**src/rtl/dc_fu_dma_pkg.sv**
```systemverilog
// Shared types and width helpers for the fetching-unit DMA progress tracker.
package dc_fu_dma_pkg;

    localparam int unsigned FETCH_WORD_COUNT_WIDTH_DEFAULT = 16;

    typedef logic [FETCH_WORD_COUNT_WIDTH_DEFAULT-1:0] word_count_t;

    // Enough bits to count a full queue plus the active request.
    function automatic int unsigned out_cnt_width(input int unsigned max_outstanding);
        return $clog2(max_outstanding + 2);
    endfunction

endpackage

```
**src/rtl/dc_fu_dma_req_fifo.sv**
```systemverilog
// Synchronous request FIFO with full/empty flags, occupancy count and head peek.
// DEPTH must be a power of two so the pointers wrap naturally.
module dc_fu_dma_req_fifo #(
    parameter int unsigned DATA_WIDTH = 16,
    parameter int unsigned DEPTH      = 4,
    parameter int unsigned CNT_WIDTH  = $clog2(DEPTH + 1)
) (
    input  logic                  clk,
    input  logic                  rst,
    input  logic                  push,
    input  logic [DATA_WIDTH-1:0] push_data,
    input  logic                  pop,
    output logic                  full,
    output logic                  empty,
    output logic [CNT_WIDTH-1:0]  count,
    output logic [DATA_WIDTH-1:0] head
);

    localparam int unsigned PTR_WIDTH = $clog2(DEPTH);

    logic [DATA_WIDTH-1:0] mem [DEPTH];
    logic [PTR_WIDTH-1:0]  wr_ptr_r;
    logic [PTR_WIDTH-1:0]  rd_ptr_r;
    logic [CNT_WIDTH-1:0]  cnt_r;

    always_ff @(posedge clk) begin
        if (rst) begin
            wr_ptr_r <= '0;
            rd_ptr_r <= '0;
            cnt_r    <= '0;
        end else begin
            if (push) begin
                wr_ptr_r <= wr_ptr_r + PTR_WIDTH'(1);
            end
            if (pop) begin
                rd_ptr_r <= rd_ptr_r + PTR_WIDTH'(1);
            end
            cnt_r <= cnt_r + CNT_WIDTH'(push) - CNT_WIDTH'(pop);
        end
    end

    // Storage needs no reset; occupancy alone says which entries are valid.
    always_ff @(posedge clk) begin
        if (push) begin
            mem[wr_ptr_r] <= push_data;
        end
    end

    assign count = cnt_r;
    assign full  = (cnt_r == CNT_WIDTH'(DEPTH));
    assign empty = (cnt_r == '0);
    assign head  = mem[rd_ptr_r];

endmodule

```
**src/rtl/dc_fu_dma_fetch_progress_tracker.sv**
```systemverilog
// Multi-request fetch progress tracker: queues word counts and retires them against R beats.
// Optional R-channel last-beat checking is enabled by defining DC_FU_DMA_RLAST_CHECK_EN.
module dc_fu_dma_fetch_progress_tracker
    import dc_fu_dma_pkg::*;
#(
    parameter int unsigned FETCH_WORD_COUNT_WIDTH = FETCH_WORD_COUNT_WIDTH_DEFAULT,
    parameter int unsigned MAX_OUTSTANDING        = 4,
    parameter int unsigned OUT_CNT_WIDTH          = out_cnt_width(MAX_OUTSTANDING)
) (
    input  logic                              clk,
    input  logic                              rst,
    input  logic                              en,
    input  logic                              start_fetch,
    input  logic [FETCH_WORD_COUNT_WIDTH-1:0] fetch_word_count,
    output logic                              start_ready,
    input  logic                              axi_rvalid,
    input  logic                              axi_rready,
    input  logic                              axi_rlast,
    output logic                              fetch_in_progress,
    output logic [OUT_CNT_WIDTH-1:0]          outstanding_cnt,
    output logic [FETCH_WORD_COUNT_WIDTH-1:0] words_remaining,
    output logic                              fetch_done,
    output logic                              req_overflow,
    output logic                              protocol_err
);

    localparam int unsigned Q_CNT_WIDTH = $clog2(MAX_OUTSTANDING + 1);
    localparam logic [FETCH_WORD_COUNT_WIDTH-1:0] ONE = FETCH_WORD_COUNT_WIDTH'(1);

    logic [FETCH_WORD_COUNT_WIDTH-1:0] cnt_r;
    logic [FETCH_WORD_COUNT_WIDTH-1:0] cnt_d;
    logic [FETCH_WORD_COUNT_WIDTH-1:0] cur;
    logic [FETCH_WORD_COUNT_WIDTH-1:0] q_head;
    logic [Q_CNT_WIDTH-1:0]            q_count;
    logic                              q_full;
    logic                              q_empty;
    logic                              done_r;
    logic                              done_d;
    logic                              overflow_r;
    logic                              beat;
    logic                              active;
    logic                              pop;
    logic                              push_req;
    logic                              push_accept;
    logic                              push_drop;

    assign beat     = axi_rvalid && axi_rready && en;
    assign active   = (cnt_r != '0);
    assign cur      = active ? cnt_r : (q_empty ? '0 : q_head);
    assign push_req = start_fetch && en && (fetch_word_count != '0);

    always_comb begin
        pop    = 1'b0;
        cnt_d  = cnt_r;
        done_d = 1'b0;
        if (beat && (cur != '0)) begin
            // A beat against an unloaded head consumes that head directly.
            if (!active) begin
                pop = 1'b1;
            end
            if (cur > ONE) begin
                cnt_d = cur - ONE;
            end else begin
                done_d = 1'b1;
                // Chain straight into the next request so no beat slot is lost.
                if (active && !q_empty) begin
                    pop   = 1'b1;
                    cnt_d = q_head;
                end else begin
                    cnt_d = '0;
                end
            end
        end else if (en && !beat && !active && !q_empty) begin
            pop   = 1'b1;
            cnt_d = q_head;
        end
    end

    // A full queue still takes a push when the same cycle frees a slot.
    assign push_accept = push_req && (!q_full || pop);
    assign push_drop   = push_req && q_full && !pop;

    dc_fu_dma_req_fifo #(
        .DATA_WIDTH (FETCH_WORD_COUNT_WIDTH),
        .DEPTH      (MAX_OUTSTANDING),
        .CNT_WIDTH  (Q_CNT_WIDTH)
    ) u_req_fifo (
        .clk        (clk),
        .rst        (rst),
        .push       (push_accept),
        .push_data  (fetch_word_count),
        .pop        (pop),
        .full       (q_full),
        .empty      (q_empty),
        .count      (q_count),
        .head       (q_head)
    );

    always_ff @(posedge clk) begin
        if (rst) begin
            cnt_r      <= '0;
            done_r     <= 1'b0;
            overflow_r <= 1'b0;
        end else begin
            cnt_r  <= cnt_d;
            done_r <= done_d;
            if (push_drop) begin
                overflow_r <= 1'b1;
            end
        end
    end

`ifdef DC_FU_DMA_RLAST_CHECK_EN
    logic rlast_err;
    logic perr_r;

    always_comb begin
        rlast_err = 1'b0;
        if (beat) begin
            if (cur == '0) begin
                rlast_err = 1'b1;
            end else if (cur == ONE) begin
                rlast_err = !axi_rlast;
            end else begin
                rlast_err = axi_rlast;
            end
        end
    end

    always_ff @(posedge clk) begin
        if (rst) begin
            perr_r <= 1'b0;
        end else if (rlast_err) begin
            perr_r <= 1'b1;
        end
    end

    assign protocol_err = perr_r;
`else
    logic unused_rlast;
    assign unused_rlast = axi_rlast;
    assign protocol_err = 1'b0;
`endif

    assign start_ready       = !q_full;
    assign fetch_in_progress = active || !q_empty;
    assign outstanding_cnt   = OUT_CNT_WIDTH'(q_count) + OUT_CNT_WIDTH'(active);
    assign words_remaining   = cnt_r;
    assign fetch_done        = done_r;
    assign req_overflow      = overflow_r;

endmodule
```
**config.mk**
```make
export PLATFORM = sky130hd
export DESIGN_NAME = dc_fu_dma_fetch_progress_tracker
export DESIGN_NICKNAME = d
export VERILOG_FILES = /design/src/rtl/dc_fu_dma_pkg.sv /design/src/rtl/dc_fu_dma_req_fifo.sv /design/src/rtl/dc_fu_dma_fetch_progress_tracker.sv
export SDC_FILE = /design/constraint.sdc
export NUM_CORES = 1
export LEC_CHECK = 0
export ABC_CLOCK_PERIOD_IN_PS = 3900
export CAP_MARGIN = 20
export CORE_MARGIN = 5
export CORE_UTILIZATION = 30
export DETAILED_ROUTE_END_ITERATION = 7
export GPL_TIMING_DRIVEN = 0
export SYNTH_ARGS = -nofsm -noshare
export SYNTH_HDL_FRONTEND = slang
export SYNTH_HIERARCHICAL = 1
export SYNTH_SLANG_ARGS = --single-unit
```
**constraint.sdc**
```tcl
create_clock -name clk -period 3.9 [get_ports clk]
set_input_delay 0.78 -clock clk [delete_from_list [all_inputs] [get_ports clk]]
set_output_delay 0.78 -clock clk [all_outputs]
set_load 0.03 [all_outputs]
```
# Yosys cells after proc, flatten, opt, wreduce, memory -nomap -nowiden
# Memory sizes are Yosys's and may differ from the RTL's. A register that Yosys moved wholly into a read port is not among the register bits.
# Index checks and enable logic that the tools add are counted.
# W data, S select, Z words.
classes:
  bitwise_logic: 1
  order_cmp: 1
  reduce_logical: 25
  n_eq_ne: 1
  n_mux: 16
  shifts: 0
  multipliers: 0
  div_mod_pow: 0
  n_addsub: 6
op_table:
  columns: ["op", "n"]
  rows:
  - ["$mux W16", 6]
  - ["$reduce_bool A16 Y1", 3]
  - ["$gt A16 B1 Y1 const B", 1]
  - ["$sub A16 B1 Y16 const B", 1]
  - ["$logic_and A1 B1 Y1", 12]
  - ["$mux W1", 8]
  - ["$add A3 B1 Y3", 2]
  - ["$logic_not A1 Y1", 5]
  - ["$add A2 B1 Y2 const B", 2]
  - ["$mux W2", 2]
  - ["$eq A3 B3 Y1 const B", 1]
  - ["$logic_not A3 Y1", 1]
  - ["$sub A3 B1 Y3", 1]
  - ["$logic_or A1 B1 Y1", 2]
  - ["$reduce_bool A2 Y1", 1]
  - ["$reduce_or A2 Y1", 1]
  - ["$not A1 Y1", 1]
word_totals:
  output_inout_bits: 24
  mem_bits_ro: 0
  mem_count: 1
  ram_bits: 64
  latchBits: 0
  elab_cells: 57
  reg_bits: 25
mem_list:
  columns: ["name", "depth", "word_bits", "read_ports", "rd_ports_with_merged_regs", "write_ports", "line_no", "rtl"]
  rows:
  - ["u_req_fifo.mem", 4, 16, 1, 1, 1, "dc_fu_dma_req_fifo.sv:21", "logic [DATA_WIDTH-1:0] mem [DEPTH];"]

# Logic depth before layout (Yosys ltp)
depth:
  ltp_word: 12
  mapped_depth: 20
  depth_no_buf: 17

# By module
# Netlist, hierarchy kept.
by_module_without_submodules:
  columns: ["mod", "seq_area_each_um2", "instances", "cells_per_inst", "area_per_inst_um2"]
  rows:
  - ["dc_fu_dma_req_fifo", 2102.0, 1, 126, 2785.2]
  - ["dc_fu_dma_fetch_progress_tracker", 360.3, 1, 232, 1910.6]

# Worst setup path after synthesis
# No wires, ideal clock.
synth_path:
  kind: "register to register"
  startpoint: "register cnt_r[4] (netlist: words_remaining[4])"
  endpoint: "register u_req_fifo.cnt_r[2] (netlist: u_req_fifo/count[2])"
  path_slack_ns: -0.063
  path_stages_with_launch: 19
  setup_ns: 0.110
  arrival_time_ns: 3.853
  n_path_buf: 2
  required_ns: 3.790
  cell_sequence: "dfxtp_1 > nor4_4 > nand4_2 > nor2_4 > buf_4 > a21oi_1 > ha_1 > nand2_1 > a211oi_1 > a211oi_2 > buf_4 > o21ai_1 > inv_1 > ha_1 > inv_1 > ha_1 > fa_1 > xor3_1 > nor2_1"
synth_between:
  elab_chain_cells: 10
  word_cells_on_any_way: 18
  classes_between: "2 x add/sub; 1 x order compare; 6 x mux; 9 x reduce/logical"
synth_rtl:
  columns: ["item", "line_no", "rtl"]
  rows:
  - ["start, declared", "dc_fu_dma_fetch_progress_tracker.sv:30", "logic [FETCH_WORD_COUNT_WIDTH-1:0] cnt_r;"]
  - ["start signal, assigned", "dc_fu_dma_fetch_progress_tracker.sv:105", "cnt_r <= cnt_d;"]
  - ["parallel branches: the longest is 5 deep, another holds $gt A16 B1 Y1", null, null]
  - ["$mux W1 (*)", "dc_fu_dma_fetch_progress_tracker.sv:56", "if (beat && (cur != '0)) begin"]
  - ["named net pop", "dc_fu_dma_fetch_progress_tracker.sv:42", "logic pop;"]
  - ["$logic_or A1 B1 Y1", "dc_fu_dma_fetch_progress_tracker.sv:80", "assign push_accept = push_req && (!q_full || pop);"]
  - ["$logic_and A1 B1 Y1", "dc_fu_dma_fetch_progress_tracker.sv:80", null]
  - ["$add A3 B1 Y3", "dc_fu_dma_req_fifo.sv:38", "cnt_r <= cnt_r + CNT_WIDTH'(push) - CNT_WIDTH'(pop);"]
  - ["$sub A3 B1 Y3 (*)", "dc_fu_dma_req_fifo.sv:38", null]
  - ["end signal, assigned", "dc_fu_dma_req_fifo.sv:38", null]
  - ["end, declared", "dc_fu_dma_req_fifo.sv:24", "logic [CNT_WIDTH-1:0] cnt_r;"]
# Mark *: on every way through the listed nets, which the timed path passes.
# A chain may end at the register's enable or synchronous reset.

# Worst setup path after layout
layout_path:
  startpoint: "register cnt_r[0] (netlist: words_remaining[0])"
  endpoint: "output outstanding_cnt[2]"
layout_between:
  elab_chain_cells: 2
layout_rtl:
  columns: ["item", "line_no", "rtl"]
  rows:
  - ["$reduce_bool A16 Y1", "dc_fu_dma_fetch_progress_tracker.sv:48", "assign active = (cnt_r != '0);"]
  - ["$add A3 B1 Y3", "dc_fu_dma_fetch_progress_tracker.sv:147", "assign outstanding_cnt = OUT_CNT_WIDTH'(q_count) + OUT_CNT_WIDTH'(active);"]
  - ["end, declared", "dc_fu_dma_fetch_progress_tracker.sv:20", "output logic [OUT_CNT_WIDTH-1:0] outstanding_cnt,"]
# Every way passes these cells.

==> impl_metrics.env <==
export IMPL_status="completed"
export IMPL_min_period_ns=3.723
export IMPL_syn_nets=392
export IMPL_crit_arrival_ns=2.94
export IMPL_nets=469
export IMPL_vias=3267
export IMPL_finish_utilization_pct=38.97
export IMPL_synthCells=358
export IMPL_coreArea_um2=15260
export IMPL_slew_limit_headroom_pct=48.92
export IMPL_fillers=1469
export IMPL_muxShareOfSynthArea_pct=8.820
export IMPL_worst_slew_pin_transition_ns=0.7662
export IMPL_insertion_delay_ns=0.34
export IMPL_antenna_found_initial=0
export IMPL_antenna_left=0
export IMPL_routedWlPerCell_um=17.55
export IMPL_die_y_um=135.1
export IMPL_hpwlAfterDp_um=8032
export IMPL_rsz0062_at_grt="false"
export IMPL_synth_seq_cells=91
export IMPL_finalHoldViolCount=0
export IMPL_yosysUniqueCellTypes=71
export IMPL_drv_slew=0
export IMPL_synthXorXnorAreaFrac_pct=3.118
export IMPL_layout_setup_ws_ns=0.1766
export IMPL_synth_ff_type="edfxtp_1"
export IMPL_antennaDiodeCount=0
export IMPL_synth_top_family_by_area="simple AND/OR/NAND/NOR gates"
export IMPL_clock_sinks=91
export IMPL_min_period_over_period_pct=95.47
export IMPL_place_gp_congestion=0.9095
export IMPL_cts_buffer_depth=2
export IMPL_crit_type="reg -> out"
export IMPL_grt_max_degree=17
export IMPL_grt_pass1_vias=3311
export IMPL_met2_usage_pct=20.13
export IMPL_ys_async_sr_fraction_pct=0
export IMPL_fmax_mhz=268.6
export IMPL_synth_compound_area_share_pct=12.82
export IMPL_track_usage_pct=12.73
export IMPL_die_area_um2=18250
export IMPL_power_per_cell_area_nw_per_um2=565.9
export IMPL_vdd_drop_max_uv=276.2
export IMPL_netlist_area_um2=4696
export IMPL_synthAdderAreaFrac_pct=3.091
export IMPL_fin_cells=651
export IMPL_grt_pass1_wl_um=18140
export IMPL_cts_buffers=9
export IMPL_synth_avg_cell_area_um2=13.12
export IMPL_routed_via_density=5.018
export IMPL_synth_edf_count=64
export IMPL_drive_gt1_share_pct=28.64
export IMPL_dp_cells=613
export IMPL_syn_to_final_growth_pct=26.62
export IMPL_use_met3_pct=4.061
export IMPL_finalPower_mw=3.364
export IMPL_rows=45
export IMPL_end_kind="primary output"
export IMPL_clk_pin_slew_ns=0.07
export IMPL_gr_total_overflow=0
export IMPL_clock_skew_ns=0.009864
export IMPL_firstDrtPassIters=4
export IMPL_initial_core_util_pct=30.77
export IMPL_dp_slack_ns=-0.9418
export IMPL_hold_class="reg -> reg"
export IMPL_cp_start_kind="flip-flop"
export IMPL_drtIter0Drc=251
export IMPL_cts_tree="done"
export IMPL_pin_count=47
export IMPL_synth_simple_area_share_pct=15.56
export IMPL_fp_dieW_um=135.1
export IMPL_crit_fanout=8
export IMPL_io_buffers=44
export IMPL_h_tree_depth=3
export IMPL_setup_violations=0
export IMPL_holdBufCountCts=0
export IMPL_wirelength_um=11420
export IMPL_yosysSeqAreaShare_pct=52.44
export IMPL_maxCapViolCount=0
export IMPL_critPathRequiredTime_ns=3.12
export IMPL_synth_warnings=6
export IMPL_drc=0
export IMPL_grtUsageMet1_pct=17.05
export IMPL_p_leak_nw=2.022
export IMPL_grt_busiest_layer="met2"
export IMPL_cts_root_buf="clkbuf_16"
## layout make-up
cell class | instances | area (um^2) | area share (%)
tap | 211 | 264.0 | 4.440
inverter | 14 | 52.55 | 0.8838
clock buffer | 10 | 229.0 | 3.851
buffer | 16 | 147.6 | 2.483
clock inverter | 6 | 47.55 | 0.7997
sequential | 91 | 2471 | 41.56
timing repair buffer | 66 | 626.9 | 10.54
multi-input combinational | 237 | 2107 | 35.44
## stage by stage
step | area (um^2) | setup TNS, ns | hold slack [ns]
floorplan | 4707 | 0 | 0.4918
finish | 5946 | 0 | 0.5048
global route | 5946 | 0 | 0.5522
global placement | 5411 | -55.54 | 0.4915
detailed placement | 5411 | -60.40 | 0.5001
CTS | 5834 | 0 | 0.5162
## metal layers
metal | vias up | wire [um]
met3 | 18 | 673
met5 | - | 0
met4 | 0 | 182
met1 | 1616 | 5224
met2 | 89 | 5342
li1 | 1544 | -
## what timing repair did
item | 4_1_cts | 5_1_grt
resized for setup | 18 | 9
pin swaps | 6 | 7
buffers inserted | 12 | 9
endpoints found under the setup margin | 69 | 67
cloned | 0 | 1
## cells by family (layout without fill, tap and decap cells)
kind of cell / count (synthesis) / in the layout
flops: 91 / 91
buf+inv: 30 / 112
fa+ha+maj: 11 / 11
mux: 19 / 19
compound gates: 71 / 71
simple gates: 120 / 120
xor+xnor: 15 / 15
other cells: 1 / 1
## worst max-delay path, cell delays in order (launching register included)
cell	delay [ns]
dfxtp_1	0.38
nor4_2	0.45
nand4_4	0.25
nor2_4	0.24
inv_1	0.09
ha_1	0.19
ha_1	0.18
xor2_1	0.14
clkdlybuf4s50_1	0.69
## path summary, 6_finish.rpt
check	startpoint	to	slack (ns)	depth (start not counted)
min reg2reg	req_overflow	req_overflow	0.50	2
min	req_overflow	req_overflow	0.50	2
max	words_remaining[0]	outstanding_cnt[2]	0.18	8
max reg2reg	flip-flop	u_req_fifo/mem[1][6]	0.18	12
## power by group
group          leakage [nW]  switching (mW)  internal [mW]
Combinational          1.09           0.785          0.593
Clock                 0.127           0.374          0.438
Sequential            0.804          0.0675           1.11
## layout by cell type, fill, tap and decap left out, drive strengths merged, types with 13 or more instances in the layout
cell / count
edfxtp: 64
clkdlybuf4s50: 44
nor2: 43
buf: 36
dfxtp: 27
a21oi: 21
nor3: 19
inv: 16
mux4: 16
a221oi: 13
## flip-flops by register name, indices dropped and copies added, names as in the netlist, named ones only
signal / cells
fetch_done: 1
u_req_fifo/wr_ptr_r: 2
u_req_fifo/rd_ptr_r: 2
words_remaining: 16
u_req_fifo/count: 3
u_req_fifo/mem: 64
req_overflow: 1
## cells in the mapped netlist (6+ instances only)
library cell / n / area [um^2]
edfxtp_1: 64 / 1922
mux4_1: 6 / 157.7
ha_1: 10 / 125.1
and2_1: 7 / 43.79
a21oi_1: 19 / 95.09
a221oi_2: 10 / 150.1
mux4_2: 10 / 225.2
xnor2_1: 9 / 78.83
nor4_1: 9 / 56.30
inv_1: 14 / 52.55
nand3_1: 8 / 40.04
dfxtp_1: 27 / 540.5
nor2_1: 40 / 150.1
nor3_2: 10 / 100.1
nand2_1: 10 / 37.54
nor3_1: 9 / 45.04
No activity file was read; power rests on OpenSTA's default activity.
